[src/rtl/acl_frame_sequencer.sv]
// Frame read controller for the ACL path: captures the Ethernet header from a FWFT FIFO,
// waits for a permit/deny verdict, then forwards the frame downstream or drains it.
module acl_frame_sequencer #(
  parameter int unsigned DATA_W    = 32,
  parameter int unsigned MAX_WORDS = 379
) (
  input  logic              clk,
  input  logic              i_rst_n,
  input  logic [DATA_W-1:0] i_fifo_data,
  input  logic              i_fifo_tlast,
  input  logic              i_fifo_invalid,
  output logic              o_rd_valid,
  output logic              o_hdr_valid,
  output logic [47:0]       o_dest_mac,
  output logic [47:0]       o_src_mac,
  output logic [15:0]       o_ether_type,
  input  logic              i_acl_done,
  input  logic              i_acl_permit,
  output logic [DATA_W-1:0] o_tx_data,
  output logic              o_tx_tvalid,
  output logic              o_tx_tlast,
  input  logic              i_tx_tready,
  output logic              o_frame_pass,
  output logic              o_frame_drop,
  output logic              o_err_runt,
  output logic              o_err_oversize
);

  localparam int unsigned      CNT_W    = $clog2(MAX_WORDS + 1);
  localparam logic [CNT_W-1:0] CNT_MAX  = CNT_W'(MAX_WORDS);
  localparam logic [CNT_W-1:0] CNT_LAST = CNT_W'(MAX_WORDS - 1);
  localparam logic [CNT_W-1:0] CNT_W3   = CNT_W'(3);

  typedef enum logic [2:0] {
    S_IDLE, S_HDR, S_LOOKUP, S_REPLAY, S_STREAM, S_DROP
  } state_e;

  state_e                 state_q, state_d;
  logic [CNT_W-1:0]       cnt_q, cnt_d, cnt_inc;
  logic [1:0]             rep_idx_q, rep_idx_d;
  logic                   hdr_last_q, hdr_last_d;
  logic [3:0][DATA_W-1:0] hdr_buf_q;
  logic                   hdr_wr;
  logic                   pass_d, drop_d, runt_d, oversize_d;

  // Frame word count saturates so an endless frame in DROP never wraps.
  assign cnt_inc = (cnt_q == CNT_MAX) ? cnt_q : cnt_q + 1'b1;

  assign o_dest_mac   = {hdr_buf_q[0], hdr_buf_q[1][31:16]};
  assign o_src_mac    = {hdr_buf_q[1][15:0], hdr_buf_q[2]};
  assign o_ether_type = hdr_buf_q[3][31:16];

  // Next-state, pop and egress decode.
  always_comb begin
    state_d     = state_q;
    cnt_d       = cnt_q;
    rep_idx_d   = rep_idx_q;
    hdr_last_d  = hdr_last_q;
    hdr_wr      = 1'b0;
    pass_d      = 1'b0;
    drop_d      = 1'b0;
    runt_d      = 1'b0;
    oversize_d  = 1'b0;
    o_rd_valid  = 1'b0;
    o_tx_tvalid = 1'b0;
    o_tx_tlast  = 1'b0;
    o_tx_data   = '0;

    case (state_q)
      S_IDLE: begin
        cnt_d     = '0;
        rep_idx_d = '0;
        if (!i_fifo_invalid) state_d = S_HDR;
      end

      S_HDR: begin
        o_rd_valid = !i_fifo_invalid;
        if (!i_fifo_invalid) begin
          hdr_wr = 1'b1;
          cnt_d  = cnt_inc;
          if (cnt_q == CNT_W3) begin
            hdr_last_d = i_fifo_tlast;
            state_d    = S_LOOKUP;
          end else if (i_fifo_tlast) begin
            runt_d  = 1'b1;
            drop_d  = 1'b1;
            state_d = S_IDLE;
          end
        end
      end

      S_LOOKUP: begin
        if (i_acl_done) begin
          if (i_acl_permit) begin
            state_d = S_REPLAY;
          end else begin
            drop_d  = 1'b1;
            state_d = hdr_last_q ? S_IDLE : S_DROP;
          end
        end
      end

      S_REPLAY: begin
        o_tx_tvalid = 1'b1;
        o_tx_data   = hdr_buf_q[rep_idx_q];
        o_tx_tlast  = (rep_idx_q == 2'd3) && hdr_last_q;
        if (i_tx_tready) begin
          rep_idx_d = rep_idx_q + 2'd1;
          if (rep_idx_q == 2'd3) begin
            if (hdr_last_q) begin
              pass_d  = 1'b1;
              state_d = S_IDLE;
            end else begin
              state_d = S_STREAM;
            end
          end
        end
      end

      // Pass-through straight from the FIFO head; the last allowed word is forced to tlast.
      S_STREAM: begin
        o_tx_tvalid = !i_fifo_invalid;
        o_tx_data   = i_fifo_data;
        o_tx_tlast  = i_fifo_tlast || (cnt_q == CNT_LAST);
        o_rd_valid  = !i_fifo_invalid && i_tx_tready;
        if (!i_fifo_invalid && i_tx_tready) begin
          cnt_d = cnt_inc;
          if (i_fifo_tlast) begin
            pass_d  = 1'b1;
            state_d = S_IDLE;
          end else if (cnt_q == CNT_LAST) begin
            pass_d     = 1'b1;
            oversize_d = 1'b1;
            state_d    = S_DROP;
          end
        end
      end

      S_DROP: begin
        o_rd_valid = !i_fifo_invalid;
        if (!i_fifo_invalid) begin
          cnt_d = cnt_inc;
          if (i_fifo_tlast) state_d = S_IDLE;
        end
      end

      default: state_d = S_IDLE;
    endcase
  end

  always_ff @(posedge clk or negedge i_rst_n) begin
    if (!i_rst_n) begin
      state_q        <= S_IDLE;
      cnt_q          <= '0;
      rep_idx_q      <= '0;
      hdr_last_q     <= 1'b0;
      hdr_buf_q      <= '0;
      o_hdr_valid    <= 1'b0;
      o_frame_pass   <= 1'b0;
      o_frame_drop   <= 1'b0;
      o_err_runt     <= 1'b0;
      o_err_oversize <= 1'b0;
    end else begin
      state_q        <= state_d;
      cnt_q          <= cnt_d;
      rep_idx_q      <= rep_idx_d;
      hdr_last_q     <= hdr_last_d;
      if (hdr_wr) hdr_buf_q[cnt_q[1:0]] <= i_fifo_data;
      o_hdr_valid    <= (state_d == S_LOOKUP);
      o_frame_pass   <= pass_d;
      o_frame_drop   <= drop_d;
      o_err_runt     <= runt_d;
      o_err_oversize <= oversize_d;
    end
  end

endmodule
[config.mk]
export PLATFORM = sky130hd
export DESIGN_NAME = acl_frame_sequencer
export DESIGN_NICKNAME = d
export VERILOG_FILES = /design/src/rtl/acl_frame_sequencer.sv
export SDC_FILE = /design/constraint.sdc
export NUM_CORES = 1
export LEC_CHECK = 0
export CAP_MARGIN = 20
export CORE_AREA = 2 2 136 138
export DETAILED_ROUTE_END_ITERATION = 7
export DIE_AREA = 0 0 138 140
export DONT_BUFFER_PORTS = 1
export MAX_ROUTING_LAYER = met4
export PLACE_DENSITY = 0.67
export SKIP_CTS_REPAIR_TIMING = 1
export SLEW_MARGIN = 5
export SYNTH_ARGS = -nofsm -noshare
export SYNTH_HDL_FRONTEND = slang
export SYNTH_SLANG_ARGS = --single-unit
[constraint.sdc]
create_clock -name clk -period 4 [get_ports clk]
set_clock_uncertainty 0.15 [all_clocks]
set_input_delay 0.4 -clock clk [delete_from_list [all_inputs] [get_ports clk]]
set_output_delay 0.4 -clock clk [all_outputs]
set_load 0.02 [all_outputs]
# ---- Word-level counts from Yosys, hierarchy flattened
# Index checks and enable logic that the tools add are counted.
dict set report totals {
  in_bits 39
  elab_cells 93
  reg_bits 148
}
dict set report classes {
  n_bitwise 1
  reduce_logical 12
  n_eq_ne 13
  addsub 2
  n_mux 49
  magnitude_cmp 3
}
# cell count
set ops {}
lappend ops {{128-bit bitwise mux} 1}
lappend ops {{32-bit binary-select mux with 2-bit select} 1}
lappend ops {{32-bit demux with 2-bit select} 1}
lappend ops {{32-bit 2-to-1 mux} 2}
lappend ops {{32-bit case mux with 2 select lines} 1}
lappend ops {{3-bit 2-to-1 mux} 14}
lappend ops {{9-bit 2-to-1 mux} 3}
lappend ops {{9-bit case mux with 3 select lines} 1}
lappend ops {{9-bit equality test, second input constant} 2}
lappend ops {{3-bit case mux with 6 select lines} 1}
lappend ops {{1-bit 2-to-1 mux} 17}
lappend ops {{1-bit case mux with 2 select lines} 5}
lappend ops {{9-bit by 1-bit adder with 9-bit output, second input constant} 1}
lappend ops {{3-bit by 2-bit equality test with 1-bit output, second input constant} 3}
lappend ops {{9-bit by 2-bit equality test with 1-bit output, second input constant} 1}
lappend ops {{3-bit equality test, second input constant} 2}
lappend ops {{2-bit by 3-bit less-than comparator with 1-bit output, second input constant} 2}
lappend ops {{2-bit != test, second input constant} 3}
lappend ops {{3-bit AND reduction} 2}
lappend ops {{2-bit case mux with 2 select lines} 1}
lappend ops {{3-bit by 1-bit equality test with 1-bit output, second input constant} 1}
lappend ops {{1-bit logical AND} 3}
lappend ops {{3-bit logical NOT} 1}
lappend ops {{3-bit nonzero test} 1}
lappend ops {{other kinds (10)} 10}

# ---- Longest topological paths before layout
dict set report depth {
  word_depth 6
  ltp_mapped 7
}

# ---- Worst setup path after synthesis
# No wires, ideal clock.
dict set report synth_timing {
  path_type {register to output}
  startpoint {register rep_idx_q[0]}
  endpoint {output port o_tx_data[17]}
  setup_slack_ps 1827
  arrival_ps 1623
  required_ps 3450
  stages_incl_launch_ff 5
  path_buffers 2
  cell_sequence {dfrtp_1 -> buf_2 -> buf_2 -> mux4_2 -> a22o_1}
}
dict set report synth_via {
  elab_chain_len 3
}
# element line
set synth_rtl {}
lappend synth_rtl {{start: declaration} 40} ;# logic [1:0] rep_idx_q, rep_idx_d;
lappend synth_rtl {{start signal: assignment} 166} ;# rep_idx_q <= rep_idx_d;
lappend synth_rtl {{32-bit binary-select mux with 2-bit select} 105} ;# o_tx_data = hdr_buf_q[rep_idx_q];
lappend synth_rtl {{32-bit 2-to-1 mux (implied by the code)} 105}
lappend synth_rtl {{32-bit case mux with 2 select lines} 69} ;# case (state_q)
lappend synth_rtl {{end: declaration} 19} ;# output logic [DATA_W-1:0] o_tx_data,
# Every way passes these cells. The select of a mux whose other input is x is not followed.

# ---- Worst setup path after layout
dict set report layout_timing {
  startpoint {register state_q[1]}
  endpoint {output port o_tx_tlast}
}
dict set report layout_via {
  elab_chain_len 2
}
# element line
set layout_rtl {}
lappend layout_rtl {{start: declaration} 38} ;# state_e state_q, state_d;
lappend layout_rtl {{start signal: assignment} 164} ;# state_q <= state_d;
lappend layout_rtl {{3-bit equality test / 3-bit by 2-bit equality test with 1-bit output (equally long branches)} 69}
lappend layout_rtl {{1-bit case mux with 2 select lines *} 69}
lappend layout_rtl {{end: declaration} 21} ;# output logic o_tx_tlast,
# Every way passes the cells marked *; elsewhere a longest branch is shown, timed or not.

==> results by group <==
Min path
  – Hold Path Class: in -> reg

Pwr
  – Fraction of power spent switching nets: 0.4025
  – Internal Power: 4.508 mW
  – Sw power: 3.037 mW
  – Comb power frac: 0.290
  – Power per Cell Area: 916.8 mW/mm²
  – Sequential power share: 0.495
  – Worst ir drop on vdd: 0.4045 mV
  – Part of the total power dissipated in the clock network: 0.215
  – Standby leakage power: 3.442 nW

Detailed routing
  – Detailed Route Iter0 Violations: 190
  – Post-route DRC violation count: 0
  – DR WL/cell: 23.86 µm
  – Number of vias per cell after detailed routing: 5.941
  – First-pass iteration count of the detailed router: 4
  – Total via count after detailed routing: 4,468
  – Antenna-violating nets left: 0
  – Final routed wirelength across all metal layers: 17.94 mm

Global route
  – Gr usage total: 0.1899
  – First-pass GRT wire length: 27.72 mm
  – Pin count of the biggest net entering global routing: 149
  – Antenna violations before repair: 0
  – Grt ovf: 0
  – Vias in the first global route: 4,649

Critical path
  – Top fanout value on the critical path: 35
  – CP Class: reg -> out
  – Worst Path Required: 3450 ps
  – Worst Setup End Kind: output pin
  – CP startpoint kind: flop
  – Worst EP arrival: 2710 ps

Status
  – Outcome: complete, no violations

Clocking
  – Insertion delay to the later sink of the worst-skew pair: 410 ps
  – Buffer levels on the longest clock path: 2
  – CTS tree: built
  – Number of buffers added by the clock tree synthesis step: 17
  – Clock Tree Root: clkbuf_16
  – Count of H-tree levels built during CTS: 4
  – Total number of clock tree sinks: 148
  – Clock-pin slew on the worst setup and hold paths: 60 ps

Die
  – Row count: 49
  – Chip Width: 138 µm
  – Top-level I/O count: 191
  – Starting density of the core: 0.4462
  – Die outline height: 140 µm
  – Area enclosed by the die boundary: 0.01932 mm²
  – Area inside the core boundary: 0.01778 mm²

Timing
  – Pins Over Slew Limit: 0
  – Final hold violation count: 0
  – Shortest clock period the worst path allows after layout: 3264 ps
  – Normalized max-slew margin: 0.2986
  – Setup TNS after final layout: 0 ps
  – Pin slew with the least headroom to its limit: 1048 ps
  – RSZ-0062 raised after global routing: false
  – Post-route clock period utilization: 0.8161
  – Finish-stage setup viols: 0
  – Top achievable clock speed: 306.3 MHz

Logic synthesis
  – Netlist area before placement: 0.007933 mm²
  – Mapped Avg Cell Area: 13.24 µm²
  – Synth Instances: 599
  – Biggest area consumer among synthesized cells: dfrtp_1
  – Number of warnings printed during yosys synthesis: 0
  – FF+latch count, synth: 148
  – Primary flip-flop cell chosen by synthesis mapping: dfrtp_1
  – Share of synthesized area occupied by flip-flops and latches: 0.4669
  – Top cell type's share of synthesized area: 0.4669
  – Post-synthesis net count: 643
  – Fraction of registers with async set or reset after synthesis: 1.000
  – Number of synthesized flops with an enable pin: 0
  – Most area-consuming cells after synthesis: dfrtp_1, mux2_2, buf_4
  – Yosys cell types: 49

Cells and area
  – Number of nets at the end of the flow: 554
  – Fraction of layout cells with a size suffix above 1: 0.4073
  – Number of cells in the finished layout apart from fillers: 752
  – Area growth from synthesis to layout: 3.738%
  – FILL cells: 1,569
  – Antenna fix cells: 0

Placement
  – IO buf count: 0
  – Detailed placement HPWL: 11.13 mm
  – Inst Count DP: 684
  – RePlAce Congestion: 0.8315

Run
  – Number of violations of the max-capacitance limit: 0
flip-flops by register name, summed over array words and instances (netlist names):
register,cells
cnt_q,9
hdr_buf_q,16
hdr_last_q,1
o_dest_mac,48
o_err_oversize,1
o_err_runt,1
o_ether_type,16
o_frame_drop,1
o_frame_pass,1
o_hdr_valid,1
o_src_mac,48
rep_idx_q,2
state_q,3
cells in the final DEF (no fill, tap or decap), types with 2 or more instances in the layout:
cell,netlist,final
nand3_1,4,4
a21oi_1,3,3
dlygate4sd3_1,0,35
dfrtp_2,0,2
inv_1,6,6
ha_1,5,5
or3_1,4,4
and3_1,5,5
nor3b_1,3,3
dfrtp_1,148,146
nand2_1,11,7
clkinvlp_4,0,3
nor2b_1,2,2
mux2_2,129,129
nand4_1,2,2
a22o_1,34,34
mux4_2,32,32
clkbuf_1,7,4
nor3_1,7,7
mux2i_1,2,2
a21o_1,4,4
o21bai_1,2,2
nand2_2,0,4
clkinv_2,0,3
o22a_2,4,4
bufinv_16,0,3
nand2b_1,5,5
a21bo_2,3,3
clkbuf_16,0,17
nor2_1,8,8
and2_1,4,3
o21ai_0,5,5
o32ai_1,2,2
clkbuf_8,0,2
power by group through the flow:
stage / combinational, mW / clock [mW] / sequential (mW)
finish: 2.19 / 1.62 / 3.73
detailed placement: 2.14 / 0 / 3.77
floorplan: 3.53 / 0 / 2.59
global placement: 2.06 / 0 / 3.71
global route: 2.37 / 1.74 / 3.85
CTS: 2.14 / 1.67 / 3.74
synth_stat cells (3+ instances only):
master and instances:
a21o_1 4, a21oi_1 3, ha_1 5, nor2_1 8, buf_4 113, a22o_1 34
o21ai_0 5, o22a_2 4, and3_1 5, buf_2 24, nand3_1 4, dfrtp_1 148
mux2_2 129, nand2_1 11, clkbuf_1 7, inv_1 6, and2_1 4, or3_1 4
nor3b_1 3, nor3_1 7, nand2b_1 5, a21bo_2 3, mux4_2 32
critical path, cell delays in order (launching register included):
cell	delay, ps
dfrtp_1	630
nor2b_1	340
and2_2	810
and3_1	280
o21bai_1	240
path summary, 6_finish.rpt:
kind,slack [ps],depth (start not counted),start,end
max,740,4,state_q[1],o_tx_tlast
min,40,1,i_fifo_tlast,o_err_runt
max reg2reg,1280,4,state_q[0],o_dest_mac[8]
min reg2reg,350,1,hdr_buf_q[100],hdr_buf_q[100]
max in group asynchronous,2650,2,i_rst_n,o_dest_mac[1]
min in group asynchronous,510,2,i_rst_n,o_dest_mac[42]
per-layer routing:
metal / up-vias / wire (µm) / global-route usage
li1: 1904 / - / -
met1: 2360 / 7445 / 0.2272
met2: 184 / 8630 / 0.2955
met3: 20 / 1456 / 0.06974
met4: 0 / 407 / 0.07197
met5: - / 0 / -
per-stage QoR:
step,util,hold WS [ps],cell area [µm²],total power [mW],worst slack [ps]
5_1_grt,0.4628,14.41,8229,7.957,574.2
3_3_place_gp,0.4081,-42.57,7256,5.775,1196
6_report,0.4628,42.54,8229,7.544,735.7
3_5_place_dp,0.4081,-42.12,7256,5.904,1124
2_1_floorplan,-,-45.59,7933,6.117,1827
4_1_cts,0.4416,-488.6,7851,7.545,678.2
logic make-up after synthesis:
kind of cell / count (synthesis) / synth area share
buf+inv: 152 / 0.1303
compound gates: 67 / 0.07066
fa+ha+maj: 5 / 0.007886
xor+xnor: 1 / 0.001104
flops: 148 / 0.4669
mux: 163 / 0.2765
simple gates: 63 / 0.04669
cell type report:
| class | instances | area, µm² | area share |
|---|---|---|---|
| Sequential cell | 148 | 3706 | 0.4504 |
| Clock inverter | 9 | 127.6 | 0.01551 |
| Timing Repair Buffer | 38 | 405.4 | 0.04926 |
| Inverter | 6 | 22.52 | 0.002737 |
| Clock buffer | 23 | 467.9 | 0.05686 |
| Multi-Input combinational cell | 299 | 3213 | 0.3905 |
| Tap cell | 229 | 286.5 | 0.03482 |
(Power assumes the default switching activity.)
